<file path="config.mk">
export PLATFORM = sky130hd
export DESIGN_NAME = complex_unit
export DESIGN_NICKNAME = d
export VERILOG_FILES = /design/src/rtl/complex_pkg.sv /design/src/rtl/complex_divider.sv /design/src/rtl/complex_unit.sv
export SDC_FILE = /design/constraint.sdc
export NUM_CORES = 2
export LEC_CHECK = 0
export CORE_MARGIN = 2
export CORE_UTILIZATION = 65
export CTS_BUF_LIST = sky130_fd_sc_hd__clkbuf_2 sky130_fd_sc_hd__clkbuf_4 sky130_fd_sc_hd__clkbuf_8
export DETAILED_ROUTE_END_ITERATION = 8
export HOLD_SLACK_MARGIN = 0.08
export MAX_ROUTING_LAYER = met4
export PLACE_DENSITY_LB_ADDON = 0.08
export SLEW_MARGIN = 20
export SYNTH_ARGS = -nofsm -noshare
export SYNTH_HDL_FRONTEND = slang
export SYNTH_SLANG_ARGS = --single-unit
</file>
<file path="constraint.sdc">
create_clock -name cpu_clk_i -period 25.5 [get_ports cpu_clk_i]
set_input_delay 2.55 -clock cpu_clk_i [delete_from_list [all_inputs] [get_ports cpu_clk_i]]
set_output_delay 2.55 -clock cpu_clk_i [all_outputs]
set_load 0.05 [all_outputs]
</file>
<file path="src/rtl/complex_pkg.sv">
// Shared types and constants for the RV32M complex (multiply/divide) unit.
package complex_pkg;

    localparam int DIV_ITERS = 32;
    localparam logic [31:0] DIV_BY_ZERO_Q = 32'hFFFF_FFFF;
    localparam logic [31:0] INT_MIN = 32'h8000_0000;

    typedef enum logic [2:0] {
        OP_MUL    = 3'd0,
        OP_MULH   = 3'd1,
        OP_MULHSU = 3'd2,
        OP_MULHU  = 3'd3,
        OP_DIV    = 3'd4,
        OP_DIVU   = 3'd5,
        OP_REM    = 3'd6,
        OP_REMU   = 3'd7
    } cu_op_e;

    typedef enum logic [2:0] {
        ST_IDLE,
        ST_MUL1,
        ST_MUL2,
        ST_DIV,
        ST_FIX
    } cu_state_e;

endpackage

</file>
<file path="src/rtl/complex_divider.sv">
// Restoring radix-2 divider core on unsigned magnitudes.
module complex_divider
    import complex_pkg::*;
(
    input  logic        clk,
    input  logic        rst,
    input  logic        start,
    input  logic [31:0] dividend,
    input  logic [31:0] divisor,
    output logic        done,
    output logic [31:0] quotient,
    output logic [31:0] remainder
);

    logic [32:0] rem_q;
    logic [31:0] quot_q;
    logic [31:0] div_q;
    logic [4:0]  cnt_q;
    logic        active_q;

    logic [32:0] shifted;
    logic [32:0] diff;
    logic        fits;

    // Dividend bits shift out of the quotient register into the remainder.
    assign shifted = {rem_q[31:0], quot_q[31]};
    assign diff    = shifted - {1'b0, div_q};
    assign fits    = shifted >= {1'b0, div_q};
    assign done    = active_q && (cnt_q == 5'(DIV_ITERS - 1));

    always_ff @(posedge clk or posedge rst) begin
        if (rst) begin
            rem_q    <= '0;
            quot_q   <= '0;
            div_q    <= '0;
            cnt_q    <= '0;
            active_q <= 1'b0;
        end else if (start) begin
            rem_q    <= '0;
            quot_q   <= dividend;
            div_q    <= divisor;
            cnt_q    <= '0;
            active_q <= 1'b1;
        end else if (active_q) begin
            rem_q  <= fits ? diff : shifted;
            quot_q <= {quot_q[30:0], fits};
            cnt_q  <= cnt_q + 5'd1;
            if (done) begin
                active_q <= 1'b0;
            end
        end
    end

    logic unused_rem_msb;
    assign unused_rem_msb = rem_q[32];

    assign quotient  = quot_q;
    assign remainder = rem_q[31:0];

endmodule

</file>
<file path="src/rtl/complex_unit.sv">
// Iterative RV32M multiply/divide unit with single-cycle write-back pulse.
module complex_unit
    import complex_pkg::*;
#(
    parameter int XLEN = 32
) (
    input  logic            cpu_clk_i,
    input  logic            cpu_rst_i,
    input  logic            cu_valid_i,
    input  logic [2:0]      cu_opcode_i,
    input  logic [XLEN-1:0] cu_operand1_i,
    input  logic [XLEN-1:0] cu_operand2_i,
    output logic            busy_o,
    output logic [XLEN-1:0] result_o,
    output logic            wb_valid_o
);

    cu_state_e state, next;

    cu_op_e      op_q;
    logic [31:0] op1_q;
    logic [31:0] op2_q;
    logic        q_neg_q;
    logic        r_neg_q;
    logic        div0_q;
    logic        ovf_q;
    logic [65:0] prod_q;

    cu_op_e      op;
    logic        is_mul;
    logic        sdiv;
    logic        a_neg;
    logic        b_neg;
    logic [31:0] a_abs;
    logic [31:0] b_abs;
    logic        div0;
    logic        ovf;
    logic        accept;
    logic        div_start;
    logic        div_done;
    logic [31:0] quotient;
    logic [31:0] remainder;

    assign op     = cu_op_e'(cu_opcode_i);
    assign is_mul = !cu_opcode_i[2];
    assign sdiv   = (op == OP_DIV) || (op == OP_REM);
    assign a_neg  = sdiv && cu_operand1_i[31];
    assign b_neg  = sdiv && cu_operand2_i[31];
    assign a_abs  = a_neg ? -cu_operand1_i : cu_operand1_i;
    assign b_abs  = b_neg ? -cu_operand2_i : cu_operand2_i;
    assign div0   = (cu_operand2_i == '0);
    assign ovf    = sdiv && (cu_operand1_i == INT_MIN)
                    && (cu_operand2_i == '1);
    assign accept = cu_valid_i && (state == ST_IDLE);
    assign busy_o = (state != ST_IDLE);

    always_ff @(posedge cpu_clk_i or posedge cpu_rst_i) begin
        if (cpu_rst_i) begin
            state <= ST_IDLE;
        end else begin
            state <= next;
        end
    end

    always_comb begin
        next      = state;
        div_start = 1'b0;
        unique case (state)
            ST_IDLE: begin
                if (cu_valid_i) begin
                    if (is_mul) begin
                        next = ST_MUL1;
                    end else if (div0 || ovf) begin
                        next = ST_FIX;
                    end else begin
                        next      = ST_DIV;
                        div_start = 1'b1;
                    end
                end
            end
            ST_MUL1: next = ST_MUL2;
            ST_MUL2: next = ST_IDLE;
            ST_DIV:  if (div_done) next = ST_FIX;
            ST_FIX:  next = ST_IDLE;
            default: next = ST_IDLE;
        endcase
    end

    complex_divider u_div (
        .clk       (cpu_clk_i),
        .rst       (cpu_rst_i),
        .start     (div_start),
        .dividend  (a_abs),
        .divisor   (b_abs),
        .done      (div_done),
        .quotient  (quotient),
        .remainder (remainder)
    );

    // 33-bit extension lets one signed multiplier cover all four forms.
    logic signed [32:0] a_ext;
    logic signed [32:0] b_ext;
    logic signed [65:0] product;

    assign a_ext = (op_q == OP_MULHU) ? {1'b0, op1_q}
                                      : {op1_q[31], op1_q};
    assign b_ext = (op_q == OP_MUL || op_q == OP_MULH)
                   ? {op2_q[31], op2_q} : {1'b0, op2_q};
    assign product = a_ext * b_ext;

    logic [31:0] div_quot;
    logic [31:0] div_rem;
    logic [31:0] fix_result;

    always_comb begin
        div_quot = q_neg_q ? -quotient : quotient;
        div_rem  = r_neg_q ? -remainder : remainder;
        if (div0_q) begin
            div_quot = DIV_BY_ZERO_Q;
            div_rem  = op1_q;
        end else if (ovf_q) begin
            div_quot = INT_MIN;
            div_rem  = '0;
        end
        fix_result = (op_q == OP_DIV || op_q == OP_DIVU)
                     ? div_quot : div_rem;
    end

    always_ff @(posedge cpu_clk_i or posedge cpu_rst_i) begin
        if (cpu_rst_i) begin
            op_q       <= OP_MUL;
            op1_q      <= '0;
            op2_q      <= '0;
            q_neg_q    <= 1'b0;
            r_neg_q    <= 1'b0;
            div0_q     <= 1'b0;
            ovf_q      <= 1'b0;
            prod_q     <= '0;
            result_o   <= '0;
            wb_valid_o <= 1'b0;
        end else begin
            wb_valid_o <= 1'b0;
            if (accept) begin
                op_q    <= op;
                op1_q   <= cu_operand1_i;
                op2_q   <= cu_operand2_i;
                q_neg_q <= a_neg ^ b_neg;
                r_neg_q <= a_neg;
                div0_q  <= div0;
                ovf_q   <= ovf;
            end
            if (state == ST_MUL1) begin
                prod_q <= product;
            end
            if (state == ST_MUL2) begin
                result_o   <= (op_q == OP_MUL) ? prod_q[31:0]
                                               : prod_q[63:32];
                wb_valid_o <= 1'b1;
            end
            if (state == ST_FIX) begin
                result_o   <= fix_result;
                wb_valid_o <= 1'b1;
            end
        end
    end

    logic unused_prod_hi;
    assign unused_prod_hi = ^prod_q[65:64];

    a_no_issue_busy: assert property (
        @(posedge cpu_clk_i) disable iff (cpu_rst_i)
        !(cu_valid_i && state != ST_IDLE)
    ) else $warning("complex_unit: cu_valid_i while busy was dropped");

endmodule

</file>
Yosys cells after proc, flatten, opt, wreduce, memory -nomap -nowiden
Cells that the tools add are included.
Widths: inputs -> output; s select.
{"block": "classes", "add_sub_neg": 6, "mul": 1, "n_bitwise": 1, "n_reduce_logical": 17, "n_mux": 35, "n_eq_ne": 15, "n_lt_le_gt_ge": 1}
{"cell": "$mux 32", "n": 17}
{"cell": "$neg 32->32", "n": 4}
{"cell": "$mux 33", "n": 2}
{"cell": "$eq 32x32->1 const B", "n": 2}
{"cell": "$mul 33x33->64", "n": 1}
{"cell": "$ge 33x32->1", "n": 1}
{"cell": "$logic_not 32->1", "n": 1}
{"cell": "$sub 32x32->32", "n": 1}
{"cell": "$eq 3x3->1 const B", "n": 5}
{"cell": "$mux 3", "n": 4}
{"cell": "$mux 5", "n": 2}
{"cell": "$eq 3x2->1 const B", "n": 3}
{"cell": "$mux 1", "n": 9}
{"cell": "$pmux 3 s3", "n": 1}
{"cell": "$eq 3x1->1 const B", "n": 2}
{"cell": "$logic_and 1x1->1", "n": 6}
{"cell": "$logic_not 3->1", "n": 2}
{"cell": "$add 5x1->5 const B", "n": 1}
{"cell": "$eq 5x5->1 const B", "n": 1}
{"cell": "$logic_or 1x1->1", "n": 4}
{"cell": "$ne 2x2->1 const B", "n": 2}
{"cell": "$reduce_bool 2->1", "n": 2}
{"cell": "$reduce_bool 3->1", "n": 1}
{"cell": "$reduce_and 2->1", "n": 1}
{"cell": "$xor 1x1->1", "n": 1}
{"block": "totals", "reg_bits": 273, "out_inout_bits": 34}

Logic depth before layout (Yosys ltp)
{"block": "depth", "depth_word": 10, "ltp_mapped": 31}

Hierarchy
A second synthesis with hierarchy kept.
{"block": "hier_totals", "cells_unflattened": 6081, "hier_area_um2": 53928.0}
{"mod": "complex_unit", "cells_per_inst": 5360, "area_each_um2": 47568.1, "n_inst": 1, "seq_area_each_um2": 4279.1}
{"mod": "complex_divider", "cells_per_inst": 721, "area_each_um2": 6359.8, "n_inst": 1, "seq_area_each_um2": 2552.4}

Least setup slack after synthesis
OpenSTA, ideal clock, no wires.
{"block": "synth_path", "path_type": "register to register", "start": "register op1_q[31]", "end": "register prod_q[60]", "setup_time_ns": 0.136, "arrival_time_ns": 7.730, "required_time_ns": 25.364, "slack_ns": 17.633, "stages_incl_launch_ff": 28, "cell_sequence": "dfrtp_1 clkbuf_1 o21a_1 buf_1 nand2_1 inv_1 fa_1 fa_1 inv_1 fa_1 inv_1 fa_1 inv_1 fa_1 fa_1 fa_1 fa_1 inv_1 ha_1 clkbuf_1 a21oi_1 o21ai_0 a31o_2 a21o_1 a21oi_1 o21ai_0 nand4b_1 or3b_2"}
{"block": "synth_via", "elab_chain_len": 2}
{"element": "start: declaration", "line": "complex_unit.sv:21", "text": "logic [31:0] op1_q;"}
{"element": "start signal: assignment", "line": "complex_unit.sv:145", "text": "op1_q <= cu_operand1_i;"}
{"element": "$mux 33", "line": "complex_unit.sv:105", "text": "assign a_ext = (op_q == OP_MULHU) ? {1'b0, op1_q}"}
{"element": "$mul 33x33->64", "line": "complex_unit.sv:109", "text": "assign product = a_ext * b_ext;"}
{"element": "end signal: assignment", "line": "complex_unit.sv:153", "text": "prod_q <= product;"}
{"element": "end: declaration", "line": "complex_unit.sv:27", "text": "logic [65:0] prod_q;"}
No other way between the ends.
A chain may end at the register's enable or synchronous reset.

Worst setup path after layout
{"block": "layout_path", "start": "register op_q[1]", "end": "register prod_q[60]"}
{"block": "layout_via", "elab_chain_len": 4}
{"element": "start: declaration", "line": "complex_unit.sv:20", "text": "cu_op_e op_q;"}
{"element": "start signal: assignment", "line": "complex_unit.sv:144", "text": "op_q <= op;"}
{"element": "$eq 3x1->1 or $logic_not 3->1 (tied branches)", "line": "complex_unit.sv:107", "text": "assign b_ext = (op_q == OP_MUL || op_q == OP_MULH)"}
{"element": "$logic_or 1x1->1", "line": "complex_unit.sv:107"}
{"element": "$mux 33", "line": "complex_unit.sv:108", "text": "? {op2_q[31], op2_q} : {1'b0, op2_q};"}
{"element": "$mul 33x33->64 *", "line": "complex_unit.sv:109"}
Every way passes the cells marked *; elsewhere a longest branch is shown, timed or not.

==> impl_metrics.csv <==
group,metric,value,unit
setup_path,worstPathMaxFanout,32,
setup_path,rr_worst_depth,26,
cells_and_area,drive_gt1_frac,0.03625,
drt,route.detailed.drc,0,
drt,drtIter0Drc,3255,
synth,synthTopCellsByCount,"nand2_1 (1185), inv_1 (1146), fa_1 (1126)",
synth,synth_compound_area_frac,0.08278,
drt,firstDrtPassIters,6,
clock_tree,clock_path_buffers,3,
placement,io_buffers,103,
timing,drv_slew,0,
grt,grt_pass1_vias,43579,
setup_path,ff2ff_setup_slack,16.73,ns
synth,synthAdderAreaFrac,0.4764,
synth,synth_top_family_by_area,"adder cells",
grt,use_met1,0.4982,
timing,hold_viol,0,
clock_tree,htree_levels,2,
grt,use_met3,0.04194,
synth,synth_top_area_cell,"fa_1",
synth,synth.most_common_cell,"nand2_1",
grt,met2_usage,0.6049,
synth,synth_xor_area_frac,0.03590,
status,outcome,"finished clean",
timing,slew_headroom,0.2857,
synth,ys_warn_count,0,
clock_tree,post_cts_buffers,0,
timing,finalCritPeriodShare,0.3437,
floorplanning,fp.dieH,292,um
clock_tree,clock_sinks,273,
drt,routed_wl,146200,um
synth,yosys.area_share.simple,0.1634,
cells_and_area,nNetsFinal,7425,
job,cap_viol_max_count,0,
grt,grt_pass1_wl,239700,um
setup_path,critPathKind,"register to register",
floorplanning,rows,105,
floorplanning,die_w,292,um
synth,synth_edf_count,0,
synth,yosysTopAreaCellShare,0.4181,
placement,dpl.hpwl,114900,um
synth,yosysSeqAreaShare,0.1267,
synth,netlist_area,53910,sq um
synth,synth_ff_type,"dfrtp_1",
timing,setup_viol,0,
drt,wl_per_cell,20.63,um
floorplanning,core_area,82110,sq um
drt,antenna_left,0,
synth,ys_ff_latch,273,
floorplanning,die-area,85260,sq um
setup_path,cp-startpoint,"op_q[1]$_DFFE_PP0P_",
grt,antenna_found_initial,8,
timing,finClkSkew,0.03198,ns
worst_hold_path,hp-class,"register to register",
grt,grt_max_degree,135,
clock_tree,cts_hold_buf,0,
grt,grt_use_total,0.3715,
synth,yosysUniqueCellTypes,85,
synth,syn-num-nets,7566,
clock_tree,clock_latency,0.61,ns
floorplanning,start_util,0.6566,
setup_path,worstReg2RegStart,"op_q[1]$_DFFE_PP0P_",
timing,rsz0062_at_grt,"false",
grt,gr-total-overflow,0,
cells_and_area,syn_to_final_growth,4.996,%
setup_path,cp_data_required_time,25.96,ns
synth,yosys-top-cells-area,"fa_1 (42%), dfrtp_1 (13%), nand2_1 (8.3%)",
setup_path,critPathCapture,"prod_q[60]$_DFFE_PP0P_",
timing,tns,0,ns
setup_path,cp-start-kind,"register",
setup_path,r2r-end,"prod_q[60]$_DFFE_PP0P_",
synth,async_flop_share,1.000,
drt,vias_per_cell,5.808,
synth,synthMuxAreaShare,0.008772,
timing,max_freq,114.1,MHz
clock_tree,cts_tree,"done",
clock_tree,numCtsBuffers,47,
drt,vias,41178,
floorplanning,io_pins,104,
clock_tree,cts_root_buf,"clkbuf_8",
timing,tightest_slew,1.071,ns
synth,synth_cells,6119,
setup_path,cp.arrival,9.22,ns
synth,syn_avg_cell_area,8.811,sq um
clock_tree,path_clk_slew,0.06,ns
clock_tree,cts_resized,0,
grt,grt.busiest_layer,"met2",
placement,gp_congestion,0.9420,
setup_path,crit_path_end_kind,"register",
timing,whs,0.4729,ns
timing,period_needed,8.766,ns
==> placed cells by master, fill, tap and decap left out, types with 82 or more instances in the layout <==
cell	n
a21oi_1	227
and2_1	388
buf_4	82
clkdlybuf4s50_1	103
dfrtp_1	268
fa_1	1126
ha_1	251
inv_1	1145
nand2_1	1183
nor2_1	133
o21ai_0	290
xnor2_1	122
xor2_1	99
==> layout make-up <==
cell class	instances	area (sq um)
well taps	1070	1339
clock inverters	5	50.05
multi-input cells	4325	41400
repair buffers	185	1647
fillers	6705	25500
diodes	6	15.01
flip-flops and latches	273	6840
inverters	1146	4309
clock buffers	80	1007
==> worst min-delay path by stage <==
stage | slack (ns) | startpoint | depth (start not counted) | end
2_1_floorplan | 0.44 | prod_q[0]$_DFFE_PP0P_ | 2 | prod_q[0]$_DFFE_PP0P_
3_3_place_gp | 0.45 | prod_q[0]$_DFFE_PP0P_ | 2 | prod_q[0]$_DFFE_PP0P_
3_5_place_dp | 0.46 | prod_q[3]$_DFFE_PP0P_ | 2 | prod_q[3]$_DFFE_PP0P_
4_1_cts | 0.48 | prod_q[3]$_DFFE_PP0P_ | 2 | prod_q[3]$_DFFE_PP0P_
5_1_grt | 0.50 | op1_q[18]$_DFFE_PP0P_ | 2 | op1_q[18]$_DFFE_PP0P_
6_report | 0.47 | prod_q[3]$_DFFE_PP0P_ | 2 | prod_q[3]$_DFFE_PP0P_
==> kinds of logic (layout without fill, tap and decap cells) <==
family,after synthesis,in the layout
adders and majority gates,1377,1377
xor gates and xnor gates,221,221
buffers and inverters,1521,1416
and+or+nand+nor,1924,1924
other,0,6
muxes,47,47
DFF,273,273
AOI/OAI and AO/OA,756,756
==> worst max-delay path, cell delays in order, from the launching register on <==
cell and delay, ns:
dfrtp_1 0.48, nand2_1 0.08, o21a_1 0.17, buf_4 0.24, nand2_1 0.15, inv_1 0.10, fa_1 0.57, fa_1 0.64
fa_1 0.54, inv_1 0.45, fa_1 0.53, fa_1 0.49, fa_1 0.57, fa_1 0.43, fa_1 0.53, inv_1 0.05
ha_1 0.36, a21o_1 0.20, a21o_1 0.19, a211oi_1 0.36, nor3_1 0.09, o21ai_0 0.17, a21oi_1 0.09, a21oi_1 0.32
o21ai_0 0.20, nand4b_1 0.12, or3b_2 0.46
==> registers in the layout (all words and copies together), names as in the netlist <==
register,cells
u_div.active_q,1
ovf_q,1
op2_q,32
wb_valid_o,1
state,3
div0_q,1
u_div.quotient,32
q_neg_q,1
u_div.rem_q,32
result_o,32
prod_q,64
op_q,3
u_div.div_q,32
r_neg_q,1
op1_q,32
u_div.cnt_q,5
==> metal layers <==
metal  vias to the layer above  routed length, um
li1                      18213                  -
met1                     21013              59510
met2                      1652              71330
met3                       300              10490
met4                         0               4909
met5                         -                  0
==> per-stage QoR <==
step / setup slack (ns) / instance area [sq um] / cells / util
5_1_grt: 16.26 / 56610 / 7089 / 0.6894
6_report: 16.73 / 56610 / 7090 / 0.6894
4_1_cts: 16.73 / 56590 / 7084 / 0.6892
3_5_place_dp: 16.76 / 55540 / 6999 / 0.6764
3_3_place_gp: 16.92 / 55540 / 6999 / 0.6764
2_1_floorplan: 15.43 / 53910 / 6119 / -
Power is not shown: default switching activity piles up to over one toggle a cycle in this logic, so the estimate is an artifact.
